`src/rtl/bcd_to_bi_seq_pkg.sv`:
```
// Shared types and constants for the sequential 3-digit BCD to binary converter.
// Also holds the digit-range check that both the converter and any checker can reuse.
package bcd_to_bi_seq_pkg;

    typedef enum logic [1:0] {
        IDLE = 2'd0,
        CONV = 2'd1,
        DONE = 2'd2
    } state_t;

    localparam int BCD_DIGITS = 3;
    localparam int BCD_W      = 4 * BCD_DIGITS;
    localparam int BIN_W      = 10;
    localparam int ITER       = 10;
    localparam int DIGIT_MAX  = 9;
    localparam int OVF8_LIMIT = 255;

    // Returns 1 when any packed BCD digit lies outside 0..9.
    function automatic logic bcd_has_invalid(input logic [BCD_W-1:0] bcd);
        logic bad;
        bad = 1'b0;
        for (int i = 0; i < BCD_DIGITS; i++) begin
            if (bcd[4*i +: 4] > 4'(DIGIT_MAX)) begin
                bad = 1'b1;
            end else begin
                bad = bad;
            end
        end
        return bad;
    endfunction

endpackage

```
`src/rtl/bcd_to_bi_seq_sub3_if_ge8.sv`:
```
// Per-digit correction step for reverse double dabble:
// a digit that reads 8 or more after the right shift has 3 subtracted.
module sub3_if_ge8 (
    input  logic [3:0] din,
    output logic [3:0] dout
);

    // Subtract 3 from digits of 8 and above, pass smaller digits through.
    always_comb begin
        dout = din;
        if (din >= 4'd8) begin
            dout = din - 4'd3;
        end else begin
            dout = din;
        end
    end

endmodule

```
`src/rtl/bcd_to_bi_seq.sv`:
```
// Sequential 3-digit BCD to 10-bit binary converter using reverse double dabble,
// one shift per clock, with digit-range error and >255 overflow flags.
module bcd_to_bi_seq
    import bcd_to_bi_seq_pkg::*;
(
    input  logic             clk,
    input  logic             rst,
    input  logic             start,
    input  logic [3:0]       f,
    input  logic [3:0]       s,
    input  logic [3:0]       t,
    output logic             busy,
    output logic             done,
    output logic [BIN_W-1:0] bin,
    output logic             err,
    output logic             ovf8
);

    state_t           state_r;
    logic [3:0]       cnt_r;
    logic [BCD_W-1:0] bcd_r;
    logic [BIN_W-1:0] acc_r;
    logic             err_pend_r;

    logic [BCD_W-1:0] bcd_shift_s;
    logic [BCD_W-1:0] bcd_corr_s;
    logic [BIN_W-1:0] acc_shift_s;
    logic             start_bad_s;

    // Right shift of the combined {bcd, binary} register; BCD LSB enters binary MSB.
    always_comb begin
        bcd_shift_s = {1'b0, bcd_r[BCD_W-1:1]};
        acc_shift_s = {bcd_r[0], acc_r[BIN_W-1:1]};
        start_bad_s = bcd_has_invalid({f, s, t});
    end

    for (genvar gi = 0; gi < BCD_DIGITS; gi++) begin : g_corr
        sub3_if_ge8 u_sub3 (
            .din  (bcd_shift_s[4*gi +: 4]),
            .dout (bcd_corr_s[4*gi +: 4])
        );
    end

    // Control FSM, iteration counter, shift registers and registered result outputs.
    always_ff @(posedge clk or posedge rst) begin
        if (rst) begin
            state_r    <= IDLE;
            cnt_r      <= 4'd0;
            bcd_r      <= '0;
            acc_r      <= '0;
            err_pend_r <= 1'b0;
            busy       <= 1'b0;
            done       <= 1'b0;
            bin        <= '0;
            err        <= 1'b0;
            ovf8       <= 1'b0;
        end else begin
            done <= 1'b0;
            case (state_r)
                IDLE: begin
                    if (start) begin
                        bcd_r <= {f, s, t};
                        acc_r <= '0;
                        cnt_r <= 4'd0;
                        if (start_bad_s) begin
                            // Out-of-range digit: report immediately, no conversion.
                            err_pend_r <= 1'b1;
                            busy       <= 1'b0;
                            state_r    <= DONE;
                        end else begin
                            err_pend_r <= 1'b0;
                            busy       <= 1'b1;
                            state_r    <= CONV;
                        end
                    end else begin
                        state_r <= IDLE;
                    end
                end
                CONV: begin
                    bcd_r <= bcd_corr_s;
                    acc_r <= acc_shift_s;
                    if (cnt_r == 4'(ITER - 1)) begin
                        cnt_r   <= 4'd0;
                        busy    <= 1'b0;
                        state_r <= DONE;
                    end else begin
                        cnt_r   <= cnt_r + 4'd1;
                        state_r <= CONV;
                    end
                end
                DONE: begin
                    done    <= 1'b1;
                    bin     <= acc_r;
                    err     <= err_pend_r;
                    ovf8    <= (acc_r > 10'(OVF8_LIMIT));
                    busy    <= 1'b0;
                    state_r <= IDLE;
                end
                default: begin
                    busy    <= 1'b0;
                    cnt_r   <= 4'd0;
                    state_r <= IDLE;
                end
            endcase
        end
    end

endmodule

```
`config.mk`:
```
export PLATFORM = sky130hd
export DESIGN_NAME = bcd_to_bi_seq
export DESIGN_NICKNAME = d
export VERILOG_FILES = /design/src/rtl/bcd_to_bi_seq_pkg.sv /design/src/rtl/bcd_to_bi_seq_sub3_if_ge8.sv /design/src/rtl/bcd_to_bi_seq.sv
export SDC_FILE = /design/constraint.sdc
export NUM_CORES = 1
export LEC_CHECK = 0
export CORE_MARGIN = 4
export CORE_UTILIZATION = 41
export DETAILED_ROUTE_END_ITERATION = 10
export HOLD_SLACK_MARGIN = 0.08
export RECOVER_POWER = 25
export SYNTH_ARGS = -nofsm -noshare
export SYNTH_HDL_FRONTEND = slang
export SYNTH_HIERARCHICAL = 1
export SYNTH_SLANG_ARGS = --single-unit
```
`constraint.sdc`:
```
create_clock -name clk -period 2.59 [get_ports clk]
set_input_delay 0.259 -clock clk [delete_from_list [all_inputs] [get_ports clk]]
set_output_delay 0.259 -clock clk [all_outputs]
set_load 0.005 [all_outputs]
```
* Word level (Yosys, flattened, before mapping)
Cells that the tools add are included.
** Word-level totals
- Output and inout port bits :: 14
- Input port bits :: 15
- Word-level logic and storage cells :: 56
- Flip-flop bits (word level) :: 43
** Cells by class
- Mux-type cells :: 23
- Order comparisons :: 7
- Reductions and logical operators :: 6
- Eq/ne operators :: 5
- Add/subtract/negate cells :: 4
- Bitwise logic cells :: 1
** Operator list (number)
- $pmux W12 S2 :: 1
- $mux W4 :: 5
- $pmux W10 S2 :: 1
- $gt A4 B4 Y1 const B :: 3
- $mux W12 :: 1
- $pmux W4 S3 :: 1
- $gt A10 B8 Y1 const B :: 1
- $mux W10 :: 1
- $ge A4 B4 Y1 const B :: 2
- $mux W1 :: 8
- $reduce_and A2 Y1 :: 4
- $sub A4 B2 Y4 const B :: 2
- $mux W2 :: 3
- $add A4 B1 Y4 const B :: 1
- $eq A4 B4 Y1 const B :: 1
- $ge A3 B4 Y1 const B :: 1
- $ne A2 B2 Y1 const B :: 2
- $pmux W2 S2 :: 1
- $sub A3 B2 Y4 const B :: 1
- $eq A2 B1 Y1 const B :: 1
- $eq A2 B2 Y1 const B :: 1
- $logic_not A2 Y1 :: 1
- $pmux W1 S2 :: 1
- $reduce_bool A2 Y1 :: 1
- $not A1 Y1 :: 1

* Logic depth before layout (Yosys ltp)
Gate-level depths: netlist of the first run.
- Depth after elaboration :: 7
- Depth in mapped cells :: 6
- Depth with buffers taken out :: 6

* Modules after synthesis
Netlist of the first run, hierarchy kept.
** By module, submodules not included
- bcd_to_bi_seq :: area an instance 1875.5 um^2, seq. area each 1076.0 um^2, instances 1, cells each 152
- sub3_if_ge8 :: area an instance 76.3 um^2, seq. area each 0.0 um^2, instances 3, cells each 11

* Least setup slack after synthesis of the first run
No wires, ideal clock.
- Path kind :: flip-flop to flip-flop
- From :: reg state_r[0]
- To :: reg acc_r[6]
- Path slack :: 1.371 ns
- Stages on the path, launching flop included :: 6
- Data arrival time :: 1.098 ns
- Period minus slack after synthesis :: 1.219 ns
- Buffers on the path :: 3
- Required time :: 2.469 ns
- Library setup time :: 0.121 ns
- Cell sequence :: dfrtp_1 buf_4 nor2b_2 buf_6 buf_2 a22o_1
** Between the ends
- Word-level cells in the longest chain between the ends :: 3
- Elaborated cells between the ends (all ways) :: 6
** Ends and longest elaborated chain
- from (decl) :: RTL line bcd_to_bi_seq.sv:19 : state_t state_r;
- from (signal assigned) :: RTL line bcd_to_bi_seq.sv:47 : state_r <= IDLE;
- from (signal assigned) :: RTL line bcd_to_bi_seq.sv:69 : state_r <= DONE;
- from (signal assigned) :: RTL line bcd_to_bi_seq.sv:73 : state_r <= CONV;
- $eq A2 B1 Y1 / $logic_not A2 Y1 (equally long branches) :: RTL line bcd_to_bi_seq.sv:59 : case (state_r)
- $reduce_bool A2 Y1 (no source line) / $ne A2 B2 Y1 (equally long branches)
- $reduce_and A2 Y1 (no source line)
- to (signal assigned) :: RTL line bcd_to_bi_seq.sv:81 : acc_r <= acc_shift_s;
- to (decl) :: RTL line bcd_to_bi_seq.sv:22 : logic [BIN_W-1:0] acc_r;
Several ways; a longest one is shown, not always the timed one.
A chain may end at the register's enable or synchronous reset.

* Worst setup path after layout of the first run
- From :: reg state_r[0]
- To :: reg bcd_r[9]
** Between the ends
- Word-level cells in the longest chain between the ends :: 3
- Elaborated cells between the ends (all ways) :: 6
** Ends and longest elaborated chain
- $eq A2 B1 Y1 / $logic_not A2 Y1 (equally long branches) :: RTL line bcd_to_bi_seq.sv:59
- $reduce_bool A2 Y1 (no source line) / $ne A2 B2 Y1 (equally long branches)
- $reduce_and A2 Y1 (no source line)
- to (signal assigned) :: RTL line bcd_to_bi_seq.sv:62 : bcd_r <= {f, s, t};
- to (signal assigned) :: RTL line bcd_to_bi_seq.sv:80 : bcd_r <= bcd_corr_s;
- to (decl) :: RTL line bcd_to_bi_seq.sv:21 : logic [BCD_W-1:0] bcd_r;
Several ways; a longest one is shown, not always the timed one.

==> reports/metrics.cfg, run 1 <==
[sta]
fmaxAchievable_mhz=670.2
fin_ws_ns=1.098
slew_viol_final=0
relSlewSlack_pct=30.53
setup_violations=0
tns_ns=0
final.period_utilization_pct=57.61
rsz0062_at_grt=false
worst_slew_pin_slew_ns=1.042
min_period_ns=1.492
hold-worst-slack_ns=0.4820
hold_viol_final=0
finalClockSkew_ns=0.008890

[floorplan]
rows=25
initial_core_util_pct=43.41
dieArea_um2=6343
die_w_um=79.65
die_h_um=79.65
coreArea_um2=4848
ioPinCount=29

[global_routing]
overflow=0
grt_max_degree=44
grt_pass1_wl_um=7065
grt_usage_pct=14.37
grt_antenna_before_repair=0
grt_pass1_vias=1529

[route]
post_drt_wl_per_cell_um=13.62
first_pass_iters=4
drc_errors=0
finalWirelength_um=3923
initialDrtViolationCount=55
ant_nets=0
vias=1387
routed_via_density=4.816

[placed_design]
dp_slack_ns=0.8223
gp_congestion=0.8351
dp_hpwl_um=2837
place_inst=280
port_buffers=28

[clock_network]
cts-resized-gates=0
cts_setup_buffers=0
cts.sinks=43
clkLatencyLatePin_ns=0.30
tritoncts=done
cts_max_level=2
cts_root_buffer=clkbuf_8
holdBufCountCts=0
clockBufferDepth=2
cts_buffers=5
path_clk_slew_ns=0.09

[setup_path]
startpoint_type=flip-flop
cp.buffers_inverters=1
crit_path_top_delay_cell=dfrtp_1
end_kind=flip-flop
cp_slowest_stage_delay_ns=0.46
crit_family=compound AO/OA/AOI/OAI gates
crit_type=flip-flop to flip-flop
required_ns=2.76
worstPathArrival_ns=1.66
path_max_fanout=24
crit_chain=o21bai_2 > buf_4 > o21ai_0

[yosys]
yosys-top-cells-count=dfrtp_1, nand2_1, inv_1, mux2i_1, o21ai_0
ys_types=36
yosys_warnings=6
synthArstFlopShare_pct=100.0
synth.largest_area_cell=dfrtp_1
ys_seq_area_share_pct=51.13
ys_top_cells_by_area=dfrtp_1, mux2i_1, ha_1, a22o_1, mux2_1
synth_area_per_cell_um2=11.38
synth-seq-cells=43
syn_area_um2=2105
syn_inst=185
synth_most_common_cell=dfrtp_1
synth-edff-count=0
netlist.area_leader.share_pct=51.13
ys.flop_type=dfrtp_1

[outcome]
status=finished, final reports clean

[pwr]
cellPowerDensity_nw_per_um2=939.0
leakage_nw=1.147
power_frac_comb_pct=37.2
clkPwrFrac_pct=18.0
p_sw_w=0.0008688
internal-power_w=0.001489
seq_power_share_pct=44.7
p_sw_share_pct=36.85
vdd.ir_drop.worst_mv=0.3311

[cells_and_area]
multi_input_area_um2=905.9
num_antenna_cells=0
nFillCells=441
syn_to_final_growth_pct=19.32
fin_nets=243
seqCellArea_um2=1076
final_cells=288
utilization_pct=51.79
drive_gt1_share_pct=9.502

[job]
drv_cap=0

[worst_hold_path]
hp-class=flip-flop to flip-flop

-- cells in the final DEF, fill, tap and decap left out, drive strengths merged --
master         synthesis  layout
nand3                  4       4
mux2i                 13      13
nor2b                  4       4
o21bai                 1       1
inv                   13      13
clkdlybuf4s50          0      27
ha                     8       8
nor2                   2       2
o22ai                  1       1
nand2b                 6       6
o211ai                 1       1
clkinvlp               0       2
a22o                  10      10
dlygate4sd3            0       1
nor3                   1       1
clkinv                 0       1
xnor2                  3       3
o21ai                 21      21
o21ba                  1       1
clkbuf                 0       6
nor3b                  1       1
mux2                  11      11
nand2                 19      19
o31ai                  1       1
dfrtp                 43      43
buf                    8       3
xor2                   3       3
nand4                  2       2
o41ai                  1       1
o21a                   1       1
a21oi                  4       4
a311oi                 1       1
conb                   1       5
-- routing by layer --
| layer | wire length, um | vias up | global-route usage (%) | share of wire, % |
|---|---|---|---|---|
| li1 | - | 698 | - | - |
| met4 | 19 | 0 | 3.608 | 0.48 |
| met5 | 0 | - | 0 | 0 |
| met1 | 1769 | 662 | 17.85 | 45 |
| met2 | 1987 | 25 | 24.21 | 51 |
| met3 | 146 | 2 | 4.515 | 3.7 |
-- per-stage QoR --
stage                     power, W  cell area (um^2)
after floorplan           0.001759              2120
after global placement    0.001909              2425
after detailed placement  0.001961              2425
after CTS                 0.002392              2514
after global routing      0.002576              2511
final                     0.002358              2511
-- state kept, by name, indices dropped and copies added (netlist names) --
register	cells
bcd_r	12
ovf8	1
err_pend_r	1
bin	10
cnt_r	4
done	1
err	1
acc_r	10
state_r	2
busy	1
-- worst paths after layout --
| check | startpoint | to | cells past startpoint | slack [ns] |
|---|---|---|---|---|
| min reg2reg | ovf8$_DFFE_PP0P_ | ovf8$_DFFE_PP0P_ | 2 | 0.48 |
| min in group asynchronous | rst | done$_DFF_PP0_ | 3 | 0.72 |
| min | ovf8$_DFFE_PP0P_ | ovf8$_DFFE_PP0P_ | 2 | 0.48 |
| max in group asynchronous | rst | bcd_r[0]$_DFFE_PP0P_ | 3 | 1.22 |
| max | state_r[0]$_DFF_PP0_ | bcd_r[9]$_DFFE_PP0P_ | 3 | 1.10 |
| max reg2reg | state_r[0]$_DFF_PP0_ | bcd_r[9]$_DFFE_PP0P_ | 3 | 1.10 |
-- area by class of cell --
type	count	share of cell area [%]
flip-flops and latches	43	42.85
multi-input cells	125	36.07
clock buffers	5	2.740
repair buffers	32	12.26
clock inverters	3	0.7972
well taps	67	3.338
inverters	13	1.943
-- power by group through the flow --
| stage | Sequential (W) | Clock (W) | Combinational [W] |
|---|---|---|---|
| 2_1_floorplan | 0.00101 | 0 | 0.000745 |
| 6_report | 0.00105 | 0.000425 | 0.000878 |
| 3_3_place_gp | 0.00106 | 0 | 0.000848 |
| 4_1_cts | 0.00106 | 0.000438 | 0.000897 |
| 3_5_place_dp | 0.00107 | 0 | 0.000891 |
| 5_1_grt | 0.00109 | 0.000479 | 0.00100 |
-- worst register-to-register path: cells and delay by family (launching register included) --
| kind | cells | cell delay (ns) |
|---|---|---|
| AO/OA/AOI/OAI | 2 | 0.56 |
| buffers and inverters | 1 | 0.34 |
| flip-flops | 1 | 0.46 |
-- logic make-up after synthesis --
logic type / Yosys count / share of synthesized area (%)
muxes: 24 / 12.07
buffers and inverters: 21 / 6.540
and+or+nand+nor: 39 / 9.334
xor gates and xnor gates: 6 / 2.497
DFF: 43 / 51.13
adders and majority gates: 8 / 4.756
other: 1 / 0.1782
AOI/OAI and AO/OA: 43 / 13.50
Note: power is estimated with default switching activity, not from simulation.
==> run 2, diff against run 1 <==
clock period = 1.6 ns   (was 2.59 ns; I/O delays follow)
==> reports/metrics.cfg, run 2 (synthesis results as in run 1) <==
[outcome]
status=finished, final reports clean

[setup_path]
startpoint_type=flip-flop
worstPathArrival_ns=1.55  ; -0.11 ns
crit_type=flip-flop to flip-flop
end_kind=flip-flop
path_max_fanout=11  ; -54%
crit_chain=nor2b_2 > buf_4 > mux2i_1 > o21ai_1
r2r_cells=4  ; +1
cp_slowest_stage_delay_ns=0.47  ; about the same
crit_path_top_delay_cell=dfrtp_1
required_ns=1.77  ; -0.99 ns

[route]
first_pass_iters=4  ; unchanged
wl_met2_um=1815  ; -8.7%
topRoutingLayerUsed=met4
vias=1417  ; +2.2%
wl_met3_um=138  ; -5.5%
routed_via_density=4.886  ; +1.5%
met1_length_um=1794  ; +1.4%
ant_nets=0  ; unchanged
initialDrtViolationCount=65  ; +18%
post_drt_wl_per_cell_um=13.04  ; -4.3%
finalWirelength_um=3782  ; -3.6%
drc_errors=0  ; unchanged

[floorplan]
die_h_um=79.65  ; unchanged
rows=25  ; unchanged
dieArea_um2=6343  ; unchanged
initial_core_util_pct=43.41  ; unchanged
ioPinCount=29  ; unchanged
die_w_um=79.65  ; unchanged
coreArea_um2=4848  ; unchanged

[cells_and_area]
fin_nets=245  ; +0.82%
top_regs=bcd_r: 12 flops, acc_r: 10 flops, bin: 10 flops
drive_gt1_share_pct=9.865  ; +0.36 points
largest_register_ffs=12  ; unchanged
mostFrequentLayoutCells=dfrtp_1, clkdlybuf4s50_1, nand2_1
num_antenna_cells=0  ; unchanged
nFillCells=437  ; -0.91%
top_register=bcd_r
utilization_pct=52.03  ; +0.23 points
final_common_cell=dfrtp_1
syn_to_final_growth_pct=19.86

[pwr]
cellPowerDensity_nw_per_um2=1514  ; +61%
leakage_nw=1.158  ; +0.91%
vdd.ir_drop.worst_mv=0.6012  ; +82%

[clock_network]
path_clk_slew_ns=0.08  ; about the same
cts_root_buffer=clkbuf_8
cts_max_level=2  ; unchanged
cts_setup_buffers=0  ; unchanged
cts-resized-gates=0  ; unchanged
clkLatencyLatePin_ns=0.29  ; about the same
cts.sinks=43  ; unchanged
cts_buffers=5  ; unchanged
clockBufferDepth=2  ; unchanged
holdBufCountCts=0  ; unchanged
tritoncts=done

[sta]
final.period_utilization_pct=85.78  ; +28 points
setup_violations=0  ; unchanged
hold-worst-slack_ns=0.4837  ; +0.001719 ns
hold_viol_final=0  ; unchanged
tns_ns=0  ; unchanged
slew_viol_final=0  ; unchanged
rsz0062_at_grt=false
min_period_ns=1.373  ; -0.1195 ns
worst_slew_pin_slew_ns=1.057  ; +0.01509 ns
finalClockSkew_ns=0.006890  ; -0.002000 ns
fmaxAchievable_mhz=728.6  ; +8.7%
relSlewSlack_pct=29.52  ; -1.0 points

[global_routing]
grt_antenna_before_repair=0  ; unchanged
overflow=0  ; unchanged
grt_pass1_wl_um=6617  ; -6.3%
grt_pass1_vias=1444  ; -5.6%
grt_max_degree=44  ; unchanged
grt_usage_pct=13.55  ; -0.82 points

[job]
drv_cap=0  ; unchanged

[worst_hold_path]
hp-class=input port to flip-flop
whs_path_depth=3  ; +1

[placed_design]
dp_hpwl_um=2737  ; -3.5%
port_buffers=28  ; unchanged
gp_congestion=0.7330  ; -12%

## run 2: routing by layer
layer | track usage, % | vias to the layer above
met2 | 20.95 | 23
met4 | 5.670 | 0
met3 | 4.402 | 4
met5 | 0 | -
met1 | 17.40 | 682
li1 | - | 708
## run 2: worst paths after layout
check / startpoint / endpoint / slack [ns]
min in group asynchronous: rst / done$_DFF_PP0_ / 0.64
hold reg to reg: bin[1]$_DFFE_PP0P_ / bin[1]$_DFFE_PP0P_ / 0.49
max in group asynchronous: rst / cnt_r[0]$_DFFE_PP0P_ / 0.31
setup / recovery: state_r[0]$_DFF_PP0_ / bcd_r[0]$_DFFE_PP0P_ / 0.23
setup reg to reg: state_r[0]$_DFF_PP0_ / bcd_r[0]$_DFFE_PP0P_ / 0.23
hold / removal: s[0] / bcd_r[4]$_DFFE_PP0P_ / 0.48
## run 2: power by group
part / switching, W / internal, W
Clock: 0.000364 / 0.000305
Combinational: 0.000708 / 0.000734
Sequential: 0.000318 / 0.00139
## run 2: metrics by stage
| step | power, W | cells | setup slack [ns] | cell area, um^2 |
|---|---|---|---|---|
| after floorplan | 0.002848 | 189 | 0.3808 | 2120 |
| after global placement | 0.003124 | 282 | 0.2105 | 2452 |
| after detailed placement | 0.003206 | 282 | 0.1772 | 2452 |
| after CTS | 0.003888 | 290 | 0.1816 | 2537 |
| after global routing | 0.004151 | 290 | 0.08452 | 2522 |
| final | 0.003820 | 290 | 0.2275 | 2522 |
## run 2: worst max-delay path, delay by kind of cell (launching register included)
family,cells,cell delay (ns)
AOI/OAI and AO/OA,1,0.09
buffers and inverters,1,0.22
DFF,1,0.47
muxes,1,0.27
and+or+nand+nor,1,0.20
## run 2: cell type report
cell class | instances | area (um^2) | area share (%)
multi-input cells | 125 | 905.9 | 35.91
clock inverters | 2 | 12.51 | 0.4960
clock buffers | 6 | 72.57 | 2.877
inverters | 13 | 48.80 | 1.935
well taps | 67 | 83.83 | 3.323
flip-flops and latches | 43 | 1076 | 42.66
repair buffers | 34 | 322.8 | 12.80
==> run 3, diff against run 2 <==
CORE_MARGIN = unset   (was 4)
CORE_UTILIZATION = 40   (was 41)
SKIP_LAST_GASP = 1   (was unset)
==> reports/metrics.cfg, run 3 (synthesis results as in run 1) <==
[outcome]
status=finished, final reports clean

[setup_path]
required_ns=1.80  ; +0.03 ns
cp-startpoint=state_r[1]$_DFF_PP0_
startpoint_type=flip-flop
end_kind=flip-flop
reg2reg_from=state_r[1]$_DFF_PP0_
crit_type=flip-flop to flip-flop
worstPathArrival_ns=1.60  ; +0.05 ns
path_max_fanout=5  ; -6

[sta]
fmaxAchievable_mhz=714.6  ; -1.9%
tns_ns=0  ; unchanged
fin_ws_ns=0.2007  ; -0.02676 ns
setup_violations=0  ; unchanged
min_period_ns=1.399  ; +0.02676 ns
final.period_utilization_pct=87.46  ; +1.7 points
rsz0062_at_grt=false
finalClockSkew_ns=0.003879  ; -0.003012 ns
hold_viol_final=0  ; unchanged
relSlewSlack_pct=30.55  ; +1.0 points
worst_slew_pin_slew_ns=1.042  ; -0.01539 ns
slew_viol_final=0  ; unchanged

[clock_network]
tritoncts=done
clkLatencyLatePin_ns=0.30  ; about the same
holdBufCountCts=0  ; unchanged
cts-resized-gates=0  ; unchanged
cts_root_buffer=clkbuf_8
cts_setup_buffers=0  ; unchanged
clockBufferDepth=2  ; unchanged
path_clk_slew_ns=0.08  ; about the same
cts_buffers=5  ; unchanged
cts.sinks=43  ; unchanged
cts_max_level=2  ; unchanged

[floorplan]
initial_core_util_pct=41.47  ; -1.9 points
coreArea_um2=5075  ; +4.7%
ioPinCount=29  ; unchanged
dieArea_um2=5555  ; -12%
die_h_um=74.54  ; -6.4%
rows=26  ; +4.0%
die_w_um=74.54  ; -6.4%

[route]
routed_via_density=4.712  ; -3.6%
first_pass_iters=4  ; unchanged
post_drt_wl_per_cell_um=12.49  ; -4.2%
vias=1390  ; -1.9%
ant_nets=0  ; unchanged
initialDrtViolationCount=72  ; +11%
finalWirelength_um=3686  ; -2.5%
drc_errors=0  ; unchanged

[pwr]
vdd.ir_drop.worst_mv=0.5756  ; -4.3%
p_sw_w=0.001401  ; +0.77%
seq_power_share_pct=40.4  ; -4.3 points
leakage_nw=1.200  ; +3.7%
p_sw_share_pct=33.25  ; -3.1 points
cellPowerDensity_nw_per_um2=1611  ; +6.4%
clkPwrFrac_pct=23.6  ; +6.1 points
power_frac_comb_pct=36.0  ; -1.8 points
internal-power_w=0.002811  ; +16%

[placed_design]
dp_hpwl_um=2557  ; -6.6%
dp_slack_ns=0.1032  ; -0.07403 ns
gp_congestion=0.7268  ; -0.85%
port_buffers=28  ; unchanged

[cells_and_area]
top_regs=bcd_r: 12 flops, acc_r: 10 flops, bin: 10 flops
mostFrequentLayoutCells=dfrtp_1, clkdlybuf4s50_1, nand2_1
largest_register_ffs=12  ; unchanged
fin_nets=247  ; +0.82%
drive_gt1_share_pct=10.67  ; +0.80 points
num_antenna_cells=0  ; unchanged
final_common_cell=dfrtp_1
nFillCells=466  ; +6.6%
top_register=bcd_r
syn_to_final_growth_pct=24.20
utilization_pct=51.50  ; -0.52 points

[global_routing]
grt_pass1_wl_um=6120  ; -7.5%
overflow=0  ; unchanged
grt_pass1_vias=1334  ; -7.6%
grt_max_degree=44  ; unchanged
grt_antenna_before_repair=0  ; unchanged
grt_usage_pct=15.17  ; +1.6 points

[job]
drv_cap=0  ; unchanged

[worst_hold_path]
hp-class=flip-flop to flip-flop
holdCritStartpoint=ovf8$_DFFE_PP0P_

==> run 3: cell count changes in the layout (fill, tap and decap cells not counted), sizes merged <==
| cell | before | now |
|---|---|---|
| clkinv | 1 | 0 |
| clkinvlp | 1 | 0 |
| bufinv | 0 | 2 |
| buf | 5 | 7 |
==> run 3: path summary, 6_finish.rpt <==
path | to | slack [ns] | cells after the start
max in group asynchronous | acc_r[9]$_DFFE_PP0P_ | 0.34 | 3
worst min register to register | ovf8$_DFFE_PP0P_ | 0.48 | 2
worst max register to register | err_pend_r$_DFFE_PP0P_ | 0.20 | 4
worst min-delay path | ovf8$_DFFE_PP0P_ | 0.48 | 2
worst max-delay path | err_pend_r$_DFFE_PP0P_ | 0.20 | 4
min in group asynchronous | err$_DFFE_PP0P_ | 0.63 | 3
==> run 3: per-stage QoR <==
step / hold WS (ns) / total power, W / cell area, um^2 / cells
floorplan: 0.3422 / 0.002848 / 2120 / 189
global placement: 0.4619 / 0.003254 / 2496 / 287
detailed placement: 0.4754 / 0.003273 / 2496 / 287
CTS: 0.2251 / 0.004296 / 2629 / 295
global route: 0.5100 / 0.004551 / 2614 / 295
finish: 0.4831 / 0.004212 / 2614 / 295
==> run 3: metal layers <==
layer  GRT usage (%)  wire [um]  vias to the layer above
li1                -          -                      711
met1           20.03       1811                      652
met2           22.62       1674                       22
met3           5.014        130                        5
met4           6.918         70                        0
met5               0          0                        -
==> run 3: cell type report <==
type	count	area, um^2	share of cell area [%]
inverter	13	48.80	1.867
timing repair buffer	36	362.8	13.88
clock inverter	2	60.06	2.298
clock buffer	6	72.57	2.776
tap	70	87.58	3.351
multi-input combinational	125	905.9	34.66
sequential	43	1076	41.17
==> run 3: critical path, stage by stage (launching register included) <==
cell     delay, ns
dfrtp_1       0.45
buf_4         0.18
nor3b_1       0.29
nand4_1       0.22
o21a_1        0.15
==> run 3: power by group through the flow <==
stage          Combinational, W  Sequential (W)  Clock (W)
2_1_floorplan           0.00121         0.00164          0
3_3_place_gp            0.00153         0.00172          0
3_5_place_dp            0.00155         0.00173          0
4_1_cts                 0.00155         0.00171    0.00103
5_1_grt                 0.00173         0.00175    0.00106
6_report                0.00152         0.00170   0.000994
